--- src/rtl/dice_game_pkg.sv ---
// Shared types and helpers for the dice-race game logic.
// Colour codes are common to the detector, result manager and turn controller.
package dice_game_pkg;

    typedef enum logic [2:0] {
        ST_IDLE       = 3'd0,
        ST_WAIT_COLOR = 3'd1,
        ST_MOVE       = 3'd2,
        ST_WAIT_CLEAR = 3'd3,
        ST_GAME_OVER  = 3'd4
    } game_state_t;

    localparam logic [1:0] COLOR_NONE  = 2'b00;
    localparam logic [1:0] COLOR_RED   = 2'b01;
    localparam logic [1:0] COLOR_GREEN = 2'b10;
    localparam logic [1:0] COLOR_BLUE  = 2'b11;

    localparam int STEPS_W = 8;

    function automatic logic [STEPS_W-1:0] steps_for_color(
        input logic [1:0]  color,
        input int unsigned red_steps,
        input int unsigned green_steps,
        input int unsigned blue_steps
    );
        logic [STEPS_W-1:0] s;
        s = '0;
        case (color)
            COLOR_RED:   s = STEPS_W'(red_steps);
            COLOR_GREEN: s = STEPS_W'(green_steps);
            COLOR_BLUE:  s = STEPS_W'(blue_steps);
            default:     s = '0;
        endcase
        return s;
    endfunction

endpackage

--- src/rtl/dice_turn_controller_step_timer.sv ---
// Paces a token move: one tick every STEP_TICKS cycles,
// done on the tick that consumes the last step.
module step_timer
    import dice_game_pkg::*;
#(
    parameter int unsigned STEP_TICKS = 12500000
) (
    input  logic               clk,
    input  logic               reset,
    input  logic               start,
    input  logic               abort,
    input  logic [STEPS_W-1:0] steps,
    output logic               tick,
    output logic               done
);

    localparam int TICK_W = $clog2(STEP_TICKS + 1);
    localparam logic [TICK_W-1:0] TICK_LAST = TICK_W'(STEP_TICKS - 1);

    logic [TICK_W-1:0]  tick_cnt_q, tick_cnt_d;
    logic [STEPS_W-1:0] steps_left_q, steps_left_d;
    logic               busy_q, busy_d;

    assign tick = busy_q && (tick_cnt_q == TICK_LAST);
    assign done = tick && (steps_left_q == STEPS_W'(1));

    // Load on start, count ticks while busy, drop out on the final step or abort.
    always_comb begin
        tick_cnt_d   = tick_cnt_q;
        steps_left_d = steps_left_q;
        busy_d       = busy_q;
        if (start) begin
            tick_cnt_d   = '0;
            steps_left_d = steps;
            busy_d       = (steps != '0);
        end else if (abort) begin
            tick_cnt_d   = '0;
            steps_left_d = '0;
            busy_d       = 1'b0;
        end else if (busy_q) begin
            if (tick) begin
                tick_cnt_d   = '0;
                steps_left_d = steps_left_q - STEPS_W'(1);
                if (done) begin
                    busy_d = 1'b0;
                end
            end else begin
                tick_cnt_d = tick_cnt_q + TICK_W'(1);
            end
        end
    end

    // Timer state registers.
    always_ff @(posedge clk or negedge reset) begin
        if (!reset) begin
            tick_cnt_q   <= '0;
            steps_left_q <= '0;
            busy_q       <= 1'b0;
        end else begin
            tick_cnt_q   <= tick_cnt_d;
            steps_left_q <= steps_left_d;
            busy_q       <= busy_d;
        end
    end

endmodule

--- src/rtl/dice_turn_controller.sv ---
// Turn sequencer for the dice race: accepts die colours, steps the
// active token cell by cell, rotates players and detects the winner.
module dice_turn_controller
    import dice_game_pkg::*;
#(
    parameter int unsigned NUM_PLAYERS   = 2,
    parameter int unsigned BOARD_LEN     = 20,
    parameter int unsigned POS_W         = 5,
    parameter int unsigned RED_STEPS     = 1,
    parameter int unsigned GREEN_STEPS   = 2,
    parameter int unsigned BLUE_STEPS    = 3,
    parameter int unsigned STEP_TICKS    = 12500000,
    parameter int unsigned TIMEOUT_TICKS = 0
) (
    input  logic                         clk,
    input  logic                         reset,
    input  logic                         start,
    input  logic [1:0]                   detected_color,
    input  logic                         color_result_ready,
    input  logic                         turn_end,
    output logic [$clog2(NUM_PLAYERS)-1:0] cur_player,
    output logic [NUM_PLAYERS*POS_W-1:0] positions,
    output logic [2:0]                   state_o,
    output logic                         move_active,
    output logic                         turn_done,
    output logic [$clog2(NUM_PLAYERS)-1:0] winner,
    output logic                         game_over
);

    localparam int PL_W = $clog2(NUM_PLAYERS);
    localparam int POS_TOTAL = NUM_PLAYERS * POS_W;
    localparam logic [PL_W-1:0] LAST_PLAYER = PL_W'(NUM_PLAYERS - 1);
    localparam logic [POS_W-1:0] LAST_CELL = POS_W'(BOARD_LEN - 1);

    localparam bit TIMEOUT_EN = (TIMEOUT_TICKS != 0);
    localparam int WAIT_W = $clog2(TIMEOUT_TICKS + 2);
    localparam int unsigned WAIT_LAST_I =
        (TIMEOUT_TICKS == 0) ? 0 : TIMEOUT_TICKS - 1;
    localparam logic [WAIT_W-1:0] WAIT_LAST = WAIT_W'(WAIT_LAST_I);

    game_state_t            state_q, state_d;
    logic [PL_W-1:0]        cur_player_q, cur_player_d;
    logic [POS_TOTAL-1:0]   positions_q, positions_d;
    logic [PL_W-1:0]        winner_q, winner_d;
    logic                   turn_done_q, turn_done_d;
    logic                   move_active_q, move_active_d;
    logic                   game_over_q, game_over_d;
    logic [WAIT_W-1:0]      wait_cnt_q, wait_cnt_d;

    logic                   timer_start;
    logic                   timer_abort;
    logic [STEPS_W-1:0]     timer_steps;
    logic                   step_tick;
    logic                   step_done;

    logic [POS_W-1:0]       cur_pos;
    logic [POS_W-1:0]       next_pos;
    logic [PL_W-1:0]        next_player;
    logic                   color_valid;
    int                     pos_base;

    step_timer #(
        .STEP_TICKS (STEP_TICKS)
    ) u_step_timer (
        .clk   (clk),
        .reset (reset),
        .start (timer_start),
        .abort (timer_abort),
        .steps (timer_steps),
        .tick  (step_tick),
        .done  (step_done)
    );

    // Active token position, its clamped successor and the next player.
    always_comb begin
        pos_base = int'(cur_player_q) * int'(POS_W);
        cur_pos  = positions_q[pos_base +: POS_W];
        if (cur_pos >= LAST_CELL) begin
            next_pos = LAST_CELL;
        end else begin
            next_pos = cur_pos + POS_W'(1);
        end
        if (cur_player_q == LAST_PLAYER) begin
            next_player = '0;
        end else begin
            next_player = cur_player_q + PL_W'(1);
        end
        color_valid = color_result_ready &&
                      (detected_color != COLOR_NONE);
        timer_steps = steps_for_color(detected_color, RED_STEPS,
                                      GREEN_STEPS, BLUE_STEPS);
    end

    // Game FSM: next state, positions, player rotation and timer control.
    always_comb begin
        state_d      = state_q;
        cur_player_d = cur_player_q;
        positions_d  = positions_q;
        winner_d     = winner_q;
        wait_cnt_d   = wait_cnt_q;
        turn_done_d  = 1'b0;
        timer_start  = 1'b0;
        timer_abort  = 1'b0;
        unique case (state_q)
            ST_IDLE, ST_GAME_OVER: begin
                if (start) begin
                    positions_d  = '0;
                    cur_player_d = '0;
                    winner_d     = '0;
                    wait_cnt_d   = '0;
                    state_d      = ST_WAIT_COLOR;
                end
            end
            ST_WAIT_COLOR: begin
                if (color_valid) begin
                    wait_cnt_d = '0;
                    if (timer_steps == '0) begin
                        state_d = ST_WAIT_CLEAR;
                    end else begin
                        timer_start = 1'b1;
                        state_d     = ST_MOVE;
                    end
                end else if (TIMEOUT_EN) begin
                    if (wait_cnt_q == WAIT_LAST) begin
                        wait_cnt_d   = '0;
                        turn_done_d  = 1'b1;
                        cur_player_d = next_player;
                    end else begin
                        wait_cnt_d = wait_cnt_q + WAIT_W'(1);
                    end
                end
            end
            ST_MOVE: begin
                if (step_tick) begin
                    positions_d[pos_base +: POS_W] = next_pos;
                    if (next_pos == LAST_CELL) begin
                        winner_d    = cur_player_q;
                        timer_abort = 1'b1;
                        state_d     = ST_GAME_OVER;
                    end else if (step_done) begin
                        state_d = ST_WAIT_CLEAR;
                    end
                end
            end
            ST_WAIT_CLEAR: begin
                if (turn_end) begin
                    turn_done_d  = 1'b1;
                    cur_player_d = next_player;
                    wait_cnt_d   = '0;
                    state_d      = ST_WAIT_COLOR;
                end
            end
            default: begin
                state_d = ST_IDLE;
            end
        endcase
        move_active_d = (state_d == ST_MOVE);
        game_over_d   = (state_d == ST_GAME_OVER);
    end

    // Game state registers; reset aborts any move in progress.
    always_ff @(posedge clk or negedge reset) begin
        if (!reset) begin
            state_q       <= ST_IDLE;
            cur_player_q  <= '0;
            positions_q   <= '0;
            winner_q      <= '0;
            turn_done_q   <= 1'b0;
            move_active_q <= 1'b0;
            game_over_q   <= 1'b0;
            wait_cnt_q    <= '0;
        end else begin
            state_q       <= state_d;
            cur_player_q  <= cur_player_d;
            positions_q   <= positions_d;
            winner_q      <= winner_d;
            turn_done_q   <= turn_done_d;
            move_active_q <= move_active_d;
            game_over_q   <= game_over_d;
            wait_cnt_q    <= wait_cnt_d;
        end
    end

    assign cur_player  = cur_player_q;
    assign positions   = positions_q;
    assign state_o     = state_q;
    assign move_active = move_active_q;
    assign turn_done   = turn_done_q;
    assign winner      = winner_q;
    assign game_over   = game_over_q;

endmodule

--- config.mk ---
export PLATFORM = sky130hd
export DESIGN_NAME = dice_turn_controller
export DESIGN_NICKNAME = d
export VERILOG_FILES = /design/src/rtl/dice_game_pkg.sv /design/src/rtl/dice_turn_controller_step_timer.sv /design/src/rtl/dice_turn_controller.sv
export SDC_FILE = /design/constraint.sdc
export NUM_CORES = 1
export LEC_CHECK = 0
export CORE_ASPECT_RATIO = 1.25
export CORE_MARGIN = 2
export CORE_UTILIZATION = 60
export CTS_CLUSTER_SIZE = 10
export DETAILED_ROUTE_END_ITERATION = 7
export MAX_ROUTING_LAYER = met4
export PLACE_DENSITY = 0.83
export SKIP_CTS_REPAIR_TIMING = 1
export SLEW_MARGIN = 20
export SYNTH_ARGS = -nofsm -noshare
export SYNTH_HDL_FRONTEND = slang
export SYNTH_SLANG_ARGS = --single-unit
--- constraint.sdc ---
create_clock -name clk -period 7.88 [get_ports clk]
set_input_delay 2.364 -clock clk [delete_from_list [all_inputs] [get_ports clk]]
set_output_delay 2.364 -clock clk [all_outputs]
set_load 0.005 [all_outputs]
# Word-level counts from Yosys, hierarchy flattened
# Index checks and enable logic that the tools add are counted.
dict set report totals {
  register_bits 51
  inputBits 7
  out_inout_bits 18
  wordCells 94
}
dict set report classes {
  addsub 5
  multipliers 1
  magnitude_cmp 1
  eq_ne 16
  shifts 3
  muxes 42
  n_reduce_logical 16
}
# operator count
set ops {}
lappend ops {{two-way mux 24 bit} 4}
lappend ops {{negation 4 -> 33 bit} 1}
lappend ops {{variable shift 5 x 33 -> 10 bit, first input constant} 1}
lappend ops {{variable part select 5 x 33 -> 10 bit} 1}
lappend ops {{two-way mux 8 bit} 4}
lappend ops {{adder 24 x 1 -> 24 bit, second input constant} 1}
lappend ops {{== test 24 bit, second input constant} 1}
lappend ops {{two-way mux 10 bit} 2}
lappend ops {{one-hot mux 10 bit (2 select lines)} 1}
lappend ops {{two-way mux 1 bit} 19}
lappend ops {{two-way mux 3 bit} 6}
lappend ops {{one-hot mux 3 bit (4 select lines)} 1}
lappend ops {{bitwise mux 10 bit} 1}
lappend ops {{variable part select 10 x 5 -> 5 bit} 1}
lappend ops {{== test 3 x 2 -> 1 bit, second input constant} 3}
lappend ops {{== test 8 x 1 -> 1 bit, second input constant} 1}
lappend ops {{zero test 8 bit} 1}
lappend ops {{nonzero test 8 bit} 1}
lappend ops {{subtractor 8 x 1 -> 8 bit, second input constant} 1}
lappend ops {{== test 3 bit, second input constant} 2}
lappend ops {{inequality test 2 bit, second input constant} 3}
lappend ops {{one-hot mux 2 bit (3 select lines)} 1}
lappend ops {{AND reduction 3 bit} 2}
lappend ops {{nonzero test 2 bit} 3}
lappend ops {{17 further kinds} 22}

# Depth between registers and ports, before layout
dict set report logic_depth {
  ltp_word 10
  mapped_depth 10
  ltp_nobuf 8
}

# Modules after synthesis
# Synthesis repeated with hierarchy kept, for this count alone.
dict set report hier_totals {
  hier_cells 327
  hier_area_um2 3037.9
}
# module instances cells_per_inst area_each_um2 seq_area_each_um2
set modules_own_cells {}
lappend modules_own_cells {step_timer 1 218 1995.7 825.8}
lappend modules_own_cells {dice_turn_controller 1 109 1042.2 450.4}

# Worst setup path after synthesis
# OpenSTA, ideal clock, no wires.
dict set report synth_timing {
  path_type {input to register}
  start {input port detected_color[1]}
  end {register u_step_timer.steps_left_q[5]}
  setup_ns 0.119
  t_arrival_ns 3.443
  required_ns 7.761
  path_slack_ns 4.318
  cell_stages 5
  path_buffers 1
  cell_sequence {o21ai_0 -> nor3b_1 -> clkbuf_1 -> a21o_1 -> o21ba_2}
}
dict set report synth_via {
  elab_chain_cells 8
  word_cells_on_any_way 14
  classes_between {3 x eq/ne; 5 x mux; 6 x reduce/logical}
}
# item line_no
set synth_lines {}
lappend synth_lines {{start, declared} dice_turn_controller.sv:18} ;# input logic [1:0] detected_color,
lappend synth_lines {{== test 2 bit or == test 2 x 1 -> 1 bit (tied branches)} dice_game_pkg.sv:28} ;# case (color)
lappend synth_lines {{one-hot mux 2 bit (3 select lines)} dice_game_pkg.sv:28}
lappend synth_lines {{zero test 8 bit} dice_turn_controller.sv:117} ;# if (timer_steps == '0) begin
lappend synth_lines {{two-way mux 1 bit} dice_turn_controller.sv:117}
lappend synth_lines {{two-way mux 1 bit *} dice_turn_controller.sv:115} ;# if (color_valid) begin
lappend synth_lines {{two-way mux 1 bit *} dice_turn_controller.sv:104} ;# unique case (state_q)
lappend synth_lines {{nonzero test 3 bit (no line)} -}
lappend synth_lines {{AND reduction 2 bit (no line)} -}
lappend synth_lines {{end signal, assigned} dice_turn_controller_step_timer.sv:61} ;# steps_left_q <= steps_left_d;
lappend synth_lines {{end, declared} dice_turn_controller_step_timer.sv:21} ;# logic [STEPS_W-1:0] steps_left_q, steps_left_d;
# Every way passes the cells marked *; elsewhere a longest branch is shown, timed or not.
# A chain may end at the register's enable or synchronous reset.

# Worst setup path after layout
dict set report layout_timing {
  start {register cur_player_q, in the netlist cur_player}
  end {output port cur_player}
}
# item line_no
set layout_rtl {}
lappend layout_rtl {{start, declared} dice_turn_controller.sv:42} ;# logic [PL_W-1:0] cur_player_q, cur_player_d;
lappend layout_rtl {{start signal, assigned} dice_turn_controller.sv:174} ;# cur_player_q <= cur_player_d;
lappend layout_rtl {{end, declared} dice_turn_controller.sv:21} ;# output logic [$clog2(NUM_PLAYERS)-1:0] cur_player,
# No word-level cell between the ends.

==> impl_metrics.tcl <==
set metrics [dict create \
    grtUsageTotal_pct 27.19 \
    multiInputGateArea_sq_um 1531 \
    finalSetupViolations 0 \
    postRouteAntennaNets 0 \
    num_rows 28 \
    place.gp.congestion 0.9447 \
    pwr_density_cell_nw_per_um2 223.4 \
    crit_family "flip-flops" \
    arrival_ps 1630 \
    p_comb_share_pct 28.9 \
    setup-tns-final_ps 0 \
    ys_warn_count 0 \
    synth_cells 333 \
    grt_pass1_vias 2446 \
    clock.fmax_ghz 0.2504 \
    insertion_delay_ps 310 \
    io_buffers 24 \
    cp-end-kind "primary output" \
    cts_tree "done" \
    seq_area_frac_synth_pct 44.10 \
    die_h_um 81.65 \
    syn_nets 344 \
    seqPwrFrac_pct 50.2 \
    synth-seq-cells 51 \
    maxCapViolCount 0 \
    async_reset_ff_share_pct 100.0 \
    via_count 2669 \
    clk_pin_slew_ps 100 \
    root_buffer "clkbuf_8" \
    fin_crit_sh_pct 50.69 \
    p_sw_uw 265.1 \
    seq_area_sq_um 1276 \
    power_leakage_nw 1.391 \
    avgSynthCellArea_sq_um 8.691 \
    fin_util_pct 69.62 \
    critPathMaxFanout 17 \
    layout_commonest_cell "dfrtp_1" \
    path_class "flip-flop to primary output" \
    wl_per_cell_um 15.97 \
    die_w_um 66.12 \
    cp.required_ps 5520 \
    overflow 0 \
    drive_above_1_share_pct 6.443 \
    hold_path_class "flip-flop to flip-flop" \
    maxSlewViolCount 0 \
    nets 367 \
    yosysTopAreaCellShare_pct 44.10 \
    yosysTopAreaCell "dfrtp_1" \
    dp_cells 409 \
    cp.depth 1 \
    p_sw_share_pct 36.30 \
    initial_core_util_pct 61.65 \
    ys_dominant_reg_cell "dfrtp_1" \
    max_slew.worst_pin.slew_ps 756.1 \
    design_power_total_uw 730.2 \
    clockBufferDepth 2 \
    cp_slowest_cell "dfrtp_1" \
    dr_wl_met3_um 351 \
    die_area_sq_um 5399 \
    htree_levels 2 \
    viasPerCell 6.400 \
    drtIter0Drc 327 \
    grt_max_degree 52 \
    first_pass_iters 5 \
    top_layer_used "met4" \
    final_cell_mix "51 x dfrtp_1, 44 x nor2_1, 30 x o21ai_0" \
    io_pins 25 \
    rsz0062_at_grt "false" \
    grt_pass1_wl_um 11220 \
    n_antenna_cell 0 \
    fin_crit_ps 3994 \
    p_int_uw 465.1 \
    synth_edf_count 0 \
    clockPowerShare_pct 21.0 \
    critPathBufInv 1 \
    startpoint_type "flip-flop" \
    status "complete, no violations" \
    dr_wl_met2_um 3476 \
    synth_area_sq_um 2894 \
    wirelength_um 6658 \
    peakVddDrop_mv 0.1487 \
    skew_ps 9.492 \
    core_sq_um 4695 \
    drc_errors 0 \
    clock_sinks 51 \
    drt-met1-wl_um 2696 \
    synthToLayoutAreaGrowth_pct 12.93 \
    hold_slack_ps 550.6 \
    synthTopCellsByArea "dfrtp_1 44%, nor2_1 5.8%, o21ai_0 5.2%" \
    grt_antenna_before_repair 0 \
    reg2reg_depth 8 \
    stdcell_count 417 \
    synth.distinct_cells 56 \
    whs_path_depth 2 \
    crit_chain "clkdlybuf4s50_1" \
    cp_slowest_stage_delay_ps 710 \
    numCtsBuffers 5 \
    fillers 381 \
    max_slew_margin_pct 49.54 \
    hold_viol 0 \
    dp_hpwl_um 4713 \
]
==> cell usage after synthesis (2+ instances only) <==
library cell	number
nand4_1	8
nand3b_1	3
nand3_1	14
or3_1	8
nor4b_1	2
or4_1	2
nor4bb_1	2
a22oi_1	5
mux2i_1	2
nand4b_1	2
nor2b_1	3
o21a_1	2
and2_1	3
nand2_1	26
mux2_2	4
nor2_1	45
and3_1	4
a31oi_1	3
nor4_1	7
nor3_1	13
a211o_1	2
dfrtp_1	51
a21o_1	5
clkbuf_1	5
xor2_1	5
buf_2	3
a21oi_1	24
o31ai_1	5
o21ai_0	30
nor3b_1	5
ha_1	4
inv_1	12
==> power groups by stage <==
| stage | Sequential, mW | Clock, mW | Combinational, mW |
|---|---|---|---|
| 6_report | 0.366 | 0.153 | 0.211 |
| 5_1_grt | 0.373 | 0.166 | 0.239 |
| 4_1_cts | 0.364 | 0.155 | 0.211 |
| 3_5_place_dp | 0.369 | 0 | 0.209 |
| 3_3_place_gp | 0.366 | 0 | 0.202 |
| 2_1_floorplan | 0.350 | 0 | 0.153 |
==> kinds of logic (layout without fill, tap and decap cells) <==
logic type      count (synthesis)  count (layout)  share of synthesized area, %
compound gates                 88              88                         18.63
xor+xnor                        6               6                         1.816
fa+ha+maj                       4               4                         1.729
buf+inv                        22              46                         3.242
flops                          51              51                         44.10
mux                             7               7                         2.767
simple gates                  155             155                         27.71
==> per-layer routing <==
| layer | up-vias | track usage (%) |
|---|---|---|
| met5 | - | - |
| met4 | 0 | 7.959 |
| met3 | 13 | 3.836 |
| met2 | 117 | 47.90 |
| met1 | 1275 | 32.35 |
| li1 | 1264 | - |
==> worst paths after layout <==
check | startpoint | end | slack, ps
max | cur_player$_DFFE_PN0P_ | cur_player | 3890
min | u_step_timer.tick_cnt_q[1]$_DFFE_PN0P_ | u_step_timer.tick_cnt_q[1]$_DFFE_PN0P_ | 550
max reg2reg | cur_player$_DFFE_PN0P_ | u_step_timer.steps_left_q[1]$_DFFE_PN0P_ | 4920
min reg2reg | u_step_timer.tick_cnt_q[1]$_DFFE_PN0P_ | u_step_timer.tick_cnt_q[1]$_DFFE_PN0P_ | 550
max in group asynchronous | reset | positions[0]$_DFFE_PN0P_ | 5400
min in group asynchronous | reset | state_o[1]$_DFF_PN0_ | 2060
==> layout make-up <==
type,instances,area share (%)
Clock buffer,5,2.106
Clock inverter,3,0.5743
Inverter,12,1.378
Multi-Input combinational cell,260,46.86
Sequential cell,51,39.05
Tap cell,60,2.297
Timing Repair Buffer,26,7.734
==> tightest hold or removal path, stage by stage (launching register included) <==
cell and delay, ps:
dfrtp_1 400, nand2_1 60, nand2_1 60
==> registers in the layout (all words and copies together) (netlist names) <==
name	flops
u_step_timer.tick_cnt_q	24
u_step_timer.busy_q	1
move_active	1
turn_done	1
positions	10
u_step_timer.steps_left_q	8
state_o	3
cur_player	1
winner	1
game_over	1
==> per-stage QoR <==
stage | worst slack [ps] | area [sq um]
after floorplan | 4318 | 2894
after global placement | 3643 | 3176
after detailed placement | 3567 | 3176
after CTS | 3886 | 3263
after global routing | 3748 | 3268
final | 3886 | 3268
Power figures use the tool's default switching activity.
